`src/rtl/hazard_forward_unit.sv`:
```
`default_nettype none
// ============================================================================
//  Module   : hazard_forward_unit
//  Brief    : Operand forwarding (MEM / WB / WB-hold) with x0 suppression,
//             load-use detection, bubble FSM and saturating stall counter.
//  Revision : 1.0
// ============================================================================
module hazard_forward_unit #(
    parameter int XLEN     = 32,
    parameter int NPORTS   = 2,
    parameter int LOAD_LAT = 1,
    parameter int RW_BIT   = 7,
    parameter int LD_BIT   = 2,
    parameter bit WB_HOLD  = 1'b1
) (
    input  logic                   clk,
    input  logic                   rst,
    input  logic [5*NPORTS-1:0]    rd_addr,
    input  logic [NPORTS-1:0]      rd_valid,
    input  logic [XLEN*NPORTS-1:0] rf_data,
    input  logic [31:0]            ex_ir,
    input  logic [31:0]            ex_ctrl,
    input  logic [31:0]            mem_ir,
    input  logic [31:0]            mem_ctrl,
    input  logic [XLEN-1:0]        mem_y,
    input  logic [31:0]            wb_ir,
    input  logic [31:0]            wb_ctrl,
    input  logic [XLEN-1:0]        wb_data,
    output logic [XLEN*NPORTS-1:0] fwd_data,
    output logic                   stall,
    output logic                   flush_ex,
    output logic [31:0]            stall_cnt
);

    localparam logic [0:0]  c_ST_IDLE    = 1'b0;
    localparam logic [0:0]  c_ST_STALL   = 1'b1;
    localparam int          c_CNT_INIT_I = (LOAD_LAT > 1) ? (LOAD_LAT - 2) : 0;
    localparam logic [2:0]  c_CNT_INIT   = c_CNT_INIT_I[2:0];
    localparam logic [31:0] c_CNT_MAX    = 32'hFFFF_FFFF;

    logic [4:0]      w_ex_rd;
    logic [4:0]      w_mem_rd;
    logic [4:0]      w_wb_rd;
    logic            w_mem_fwd_ok;
    logic            w_wb_wr;
    logic            w_ex_load;
    logic [NPORTS-1:0] w_port_hit;
    logic            w_hz;

    logic            w_hold_v;
    logic [4:0]      w_hold_rd;
    logic [XLEN-1:0] w_hold_data;

    logic [0:0]      r_state;
    logic [0:0]      w_state_nxt;
    logic [2:0]      r_cnt;
    logic [2:0]      w_cnt_nxt;
    logic            w_stall;
    logic [31:0]     r_stall_cnt;

    // Control words are only partially decoded; fold the rest away.
    logic            w_unused;
    assign w_unused = ^{ex_ir, ex_ctrl, mem_ir, mem_ctrl, wb_ir, wb_ctrl};

    assign w_ex_rd      = ex_ir[11:7];
    assign w_mem_rd     = mem_ir[11:7];
    assign w_wb_rd      = wb_ir[11:7];
    // A load result is not available in MEM yet, so it must never bypass from there.
    assign w_mem_fwd_ok = mem_ctrl[RW_BIT] && !mem_ctrl[LD_BIT];
    assign w_wb_wr      = wb_ctrl[RW_BIT];
    assign w_ex_load    = ex_ctrl[RW_BIT] && ex_ctrl[LD_BIT];

    generate
        if (WB_HOLD) begin : g_hold
            logic            r_hold_v;
            logic [4:0]      r_hold_rd;
            logic [XLEN-1:0] r_hold_data;

            // Covers a register file that returns stale data for a same-edge write.
            always_ff @(posedge clk or posedge rst) begin
                if (rst) begin
                    r_hold_v    <= 1'b0;
                    r_hold_rd   <= 5'd0;
                    r_hold_data <= '0;
                end else begin
                    r_hold_v    <= w_wb_wr && (w_wb_rd != 5'd0);
                    r_hold_rd   <= w_wb_rd;
                    r_hold_data <= wb_data;
                end
            end

            assign w_hold_v    = r_hold_v;
            assign w_hold_rd   = r_hold_rd;
            assign w_hold_data = r_hold_data;
        end else begin : g_no_hold
            assign w_hold_v    = 1'b0;
            assign w_hold_rd   = 5'd0;
            assign w_hold_data = '0;
        end
    endgenerate

    generate
        for (genvar gi = 0; gi < NPORTS; gi++) begin : g_port
            logic [4:0]      w_addr;
            logic [XLEN-1:0] w_rf;
            logic [XLEN-1:0] w_fwd;

            assign w_addr = rd_addr[5*gi +: 5];
            assign w_rf   = rf_data[XLEN*gi +: XLEN];

            always_comb begin
                w_fwd = w_rf;
                if (w_addr == 5'd0) begin
                    w_fwd = '0;
                end else if (w_mem_fwd_ok && (w_mem_rd == w_addr)) begin
                    w_fwd = mem_y;
                end else if (w_wb_wr && (w_wb_rd == w_addr)) begin
                    w_fwd = wb_data;
                end else if (w_hold_v && (w_hold_rd == w_addr)) begin
                    w_fwd = w_hold_data;
                end
            end

            assign fwd_data[XLEN*gi +: XLEN] = w_fwd;
            assign w_port_hit[gi]            = rd_valid[gi] && (w_addr == w_ex_rd);
        end
    endgenerate

    assign w_hz = w_ex_load && (w_ex_rd != 5'd0) && (|w_port_hit);

    always_ff @(posedge clk or posedge rst) begin
        if (rst) begin
            r_state <= c_ST_IDLE;
            r_cnt   <= 3'd0;
        end else begin
            r_state <= w_state_nxt;
            r_cnt   <= w_cnt_nxt;
        end
    end

    // First stall cycle is spent in IDLE, so STALL covers the remaining LOAD_LAT-1.
    always_comb begin
        w_state_nxt = r_state;
        w_cnt_nxt   = r_cnt;
        w_stall     = 1'b0;
        case (r_state)
            c_ST_IDLE: begin
                w_stall = w_hz;
                if (w_hz && (LOAD_LAT > 1)) begin
                    w_state_nxt = c_ST_STALL;
                    w_cnt_nxt   = c_CNT_INIT;
                end
            end
            c_ST_STALL: begin
                w_stall = 1'b1;
                if (r_cnt == 3'd0) begin
                    w_state_nxt = c_ST_IDLE;
                end else begin
                    w_cnt_nxt = r_cnt - 3'd1;
                end
            end
            default: begin
                w_state_nxt = c_ST_IDLE;
                w_cnt_nxt   = 3'd0;
            end
        endcase
        if (rst) begin
            w_stall = 1'b0;
        end
    end

    always_ff @(posedge clk or posedge rst) begin
        if (rst) begin
            r_stall_cnt <= 32'd0;
        end else if (w_stall && (r_stall_cnt != c_CNT_MAX)) begin
            r_stall_cnt <= r_stall_cnt + 32'd1;
        end
    end

    assign stall     = w_stall;
    assign flush_ex  = w_stall;
    assign stall_cnt = r_stall_cnt;

endmodule
`default_nettype wire
```
`config.mk`:
```
export PLATFORM = sky130hd
export DESIGN_NAME = hazard_forward_unit
export DESIGN_NICKNAME = d
export VERILOG_FILES = /design/src/rtl/hazard_forward_unit.sv
export SDC_FILE = /design/constraint.sdc
export NUM_CORES = 1
export LEC_CHECK = 0
export BUFFER_PORTS_ARGS = -buffer_cell sky130_fd_sc_hd__buf_2
export CAP_MARGIN = 20
export CELL_PAD_IN_SITES_DETAIL_PLACEMENT = 1
export CELL_PAD_IN_SITES_GLOBAL_PLACEMENT = 1
export CORE_AREA = 2 2 168 170
export DETAILED_ROUTE_END_ITERATION = 10
export DIE_AREA = 0 0 170 172
export GPL_TIMING_DRIVEN = 0
export PLACE_DENSITY_LB_ADDON = 0.1
export SLEW_MARGIN = 15
export SYNTH_ARGS = -nofsm -noshare
export SYNTH_HDL_FRONTEND = slang
export SYNTH_SLANG_ARGS = --single-unit
```
`constraint.sdc`:
```
create_clock -name clk -period 2.6 [get_ports clk]
set_input_delay 0.26 -clock clk [delete_from_list [all_inputs] [get_ports clk]]
set_output_delay 0.26 -clock clk [all_outputs]
set_load 0.05 [all_outputs]
```
==> metrics.md <==
| Metric | Value |
|---|---|
| Tightest Pin Transition | `approximately 690 ps` |
| Synth area leader | `dfrtp_1` |
| Placer Congestion | `between 0.7 and 0.8` |
| Grt ovf | `0` |
| Finish-stage setup viols | `22` |
| Number of synthesized flops with an enable pin | `0` |
| Syn. warnings | `0` |
| Setup slack, reg-to-reg | `~240 ps` |
| Yosys top cell area share | `35.5%` |
| Worst Setup End Kind | `output port` |
| FP Rows | `61` |
| Distinct cells, synth | `34` |
| Worst hold path type | `input pin to async pin` |
| Die height | `roughly 170 um` |
| RSZ-0062 raised after global routing | `true` |
| Initial antenna violation count | `12` |
| Non-Filler Instances | `1230` |
| DP Cell Count | `1199` |
| First-iteration detailed-routing DRC count | `between 100 and 150` |
| Die W | `between 150 and 200 um` |
| PortBufs | `249` |
| Startpoint types | `flip-flop` |
| Clk pin slew, worst setup/hold paths | `~70 ps` |
| Synthesized instance count | `between 600 and 700` |
| Pin count of the biggest net entering global routing | `46` |
| CTS Sinks | `74` |
| Syn Area/Cell | `8.64 sq um` |
| Leakage | `about 3.6 nW` |
| Post-DP HPWL | `18100 um` |
| I/O pins | `~430` |
| Antenna-violating nets left | `0` |
| CTS Buf Count | `9` |
| Via count | `around 5.5k` |
| Reg-to-Reg End | `stall_cnt[1]$_DFFE_PP0P_` |
| CP Max Fanout | `6` |
| Violated checks | `negative hold slack, negative setup slack` |
| Status | `complete, but fails checks` |
| RR Startpoint | `stall_cnt[10]$_DFFE_PP0P_` |
| R2r worst-path depth | `8` |
| Seq/Total Area, Yosys | `between 30% and 40%` |
| Max Cap Viol | `0` |
| Setup WS post-layout | `-37.3 ps` |
| CP arrival | `approximately 2400 ps` |
| Avg Vias per Cell | `between 4 and 5` |
| Fin. max-slew vios | `0` |
| Fraction of layout cells with a size suffix above 1 | `around 37%` |
| Data required, critical path | `2340 ps` |
| Total power | `3.69 mW` |
| # H-tree levels | `3` |
| Initial Utilization | `a little under a fifth` |
| Total Routing Usage GR | `approximately 16%` |
| Peak VDD IR | `0.294 mV` |
| DRC Markers | `0` |
| Slew Limit Headroom | `a little over half` |
| Routed WL | `roughly 24000 um` |
| Worst Skew | `between 9 and 10 ps` |
| Vias in the first global route | `~6.0k` |
| Top cells by area, synth | `dfrtp_1 36%, mux2i_1 12%, o21ai_0 9.5%, nand2_1 7.8%, xnor2_1 6.4%` |
| Yosys reg bits | `between 70 and 80` |
| Max Root-Sink Buffers | `2` |
| Design Area, Final | `7910 sq um` |
| Syn_nets | `940` |
| Core area | `around 27000 sq um` |
| Most used DFF post-synth | `dfrtp_1` |
| Wire length per cell | `19.6 um` |
| Hold Buf Count CTS | `0` |
| Die ar. | `slightly below 30000 sq um` |
| DP Area | `around 6900 sq um` |
| Nets | `between 1k and 1.5k` |
| Pwr dens | `about 470 nW/um^2` |
| Final hold viol count | `1` |
| Tmin final | `about 2600 ps` |
| WHS | `-5.15 ps` |
| Wire length of the first global-routing pass | `around 36000 um` |
| Mapped cell area | `5210 sq um` |
| Ys async rst share | `100%` |
| Post-placement setup slack | `-806 ps` |
| CTS tree | `built` |
| CP Class | `flip-flop to output port` |
| Clock Latency Late Sink | `350 ps` |
| CTS Root Buffer Type | `clkbuf_16` |
| Area Overhead vs Synth | `51.9%` |
| 1st-pass router iterations | `4` |
| Peak Freq | `between 300 and 400 MHz` |
| Tcrit/Tclk final | `101%` |
[Yosys cell counts, types with 2 or more instances]
cell type and n:
nand2_1 108, o21ai_0 99, dfrtp_1 74, mux2i_1 64
xnor2_1 38, xor2_1 34, a22o_1 32, clkbuf_1 28
nand3_1 19, nand4_1 15, and3_1 14, buf_2 11
nor2_1 10, nor4_1 9, inv_1 7, buf_6 6
and2_1 4, buf_4 4, a31oi_1 3, and4_1 3
ha_1 3, and3_2 2, buf_1 2, nand2b_1 2
nor3_1 2, or4_1 2
[registers in the layout (all words and copies together), names as in the netlist]
register / cells
r_cnt: 3
g_hold.r_hold_data: 32
r_state: 1
g_hold.r_hold_v: 1
g_hold.r_hold_rd: 5
stall_cnt: 32
[timing repair]
item,in CTS,in global routing
cloned,0,1
endpoints found under the setup margin,64,69
resized for setup,217,30
pin swaps,5,1
buffers inserted,5,1
[worst max-delay path: stages (launching register included)]
cell and delay (ps):
dfrtp_1 400, xor2_1 170, nor4_1 280, and3_1 210
buf_6 170, buf_4 130, buf_6 80, mux2i_1 160
o21ai_1 70, a22o_1 220, buf_6 150
[kinds of logic (layout without fill, tap and decap cells)]
family | count (synthesis) | count (layout) | share of synthesized area [%]
buffers and inverters | 59 | 331 | 5.74
AND/OR/NAND/NOR | 193 | 193 | 17.3
adder cells (fa/ha/maj) | 3 | 3 | 0.720
other | 0 | 9 | 0
AO/OA/AOI/OAI | 137 | 137 | 16.1
multiplexers | 65 | 65 | 12.5
flip-flops | 74 | 74 | 35.5
XOR/XNOR | 72 | 72 | 12.1
[worst max path at each step]
| stage | from | endpoint |
|---|---|---|
| 5_1_grt | g_hold.r_hold_rd[2]$_DFF_PP0_ | fwd_data[25] |
| 4_1_cts | g_hold.r_hold_rd[1]$_DFF_PP0_ | fwd_data[47] |
| 3_3_place_gp | rst | g_hold.r_hold_data[17]$_DFF_PP0_ |
| 3_5_place_dp | rd_addr[5] | fwd_data[33] |
| 6_report | g_hold.r_hold_rd[2]$_DFF_PP0_ | fwd_data[62] |
| 2_1_floorplan | rd_addr[2] | fwd_data[11] |
[power by group]
| part | internal (mW) | leakage [nW] | switching, mW |
|---|---|---|---|
| Sequential | 1.19 | 0.945 | 0.0235 |
| Clock | 0.872 | 0.163 | 0.554 |
| Combinational | 0.404 | 2.51 | 0.649 |
[routing by layer]
layer | GRT usage (%) | wire length, um | vias up
met5 | 0 | 73 | -
met4 | 3.94 | 374 | 12
met3 | 5.33 | 1970 | 35
met2 | 27.4 | 11300 | 184
met1 | 20.4 | 10500 | 2607
li1 | - | - | 2660
[through the flow]
step	hold slack [ps]	utilization, %	TNS (ps)
after floorplan	291	-	0
after detailed placement	400	25.2	-36010
after global routing	37.6	28.7	-11800
after global placement	397	25.1	-113450
final	-5.15	28.8	-333
after CTS	28.4	28.5	-3990
[cell type report]
cell class | instances | area [sq um]
fillers | 3282 | 19600
multi-input cells | 470 | 3110
flip-flops and latches | 74 | 1850
repair buffers | 257 | 1750
well taps | 346 | 433
plain buffers | 51 | 387
clock buffers | 10 | 239
clock inverters | 6 | 87.6
inverters | 7 | 28.8
diodes | 9 | 22.5
[layout by cell type (no fill, tap or decap), drive strengths merged]
master	netlist	layout
nand4	15	15
nor3b	1	1
a31oi	3	3
or4	3	3
xnor2	38	38
nand2	108	108
buf	23	279
a41oi	1	1
nand2b	2	2
and3	16	16
ha	3	3
inv	7	9
nor4	9	9
and4	3	3
mux2i	64	64
nand3	19	19
and2	4	4
mux2	1	1
o21a	1	1
o21ai	99	99
bufinv	0	2
a211o	1	1
diode	0	9
nor3	2	2
a22o	32	32
nor2b	1	1
dfrtp	74	74
clkinv	0	2
xor2	34	34
nor2	10	10
clkbuf	29	39
Power figures use the tool's default switching activity.
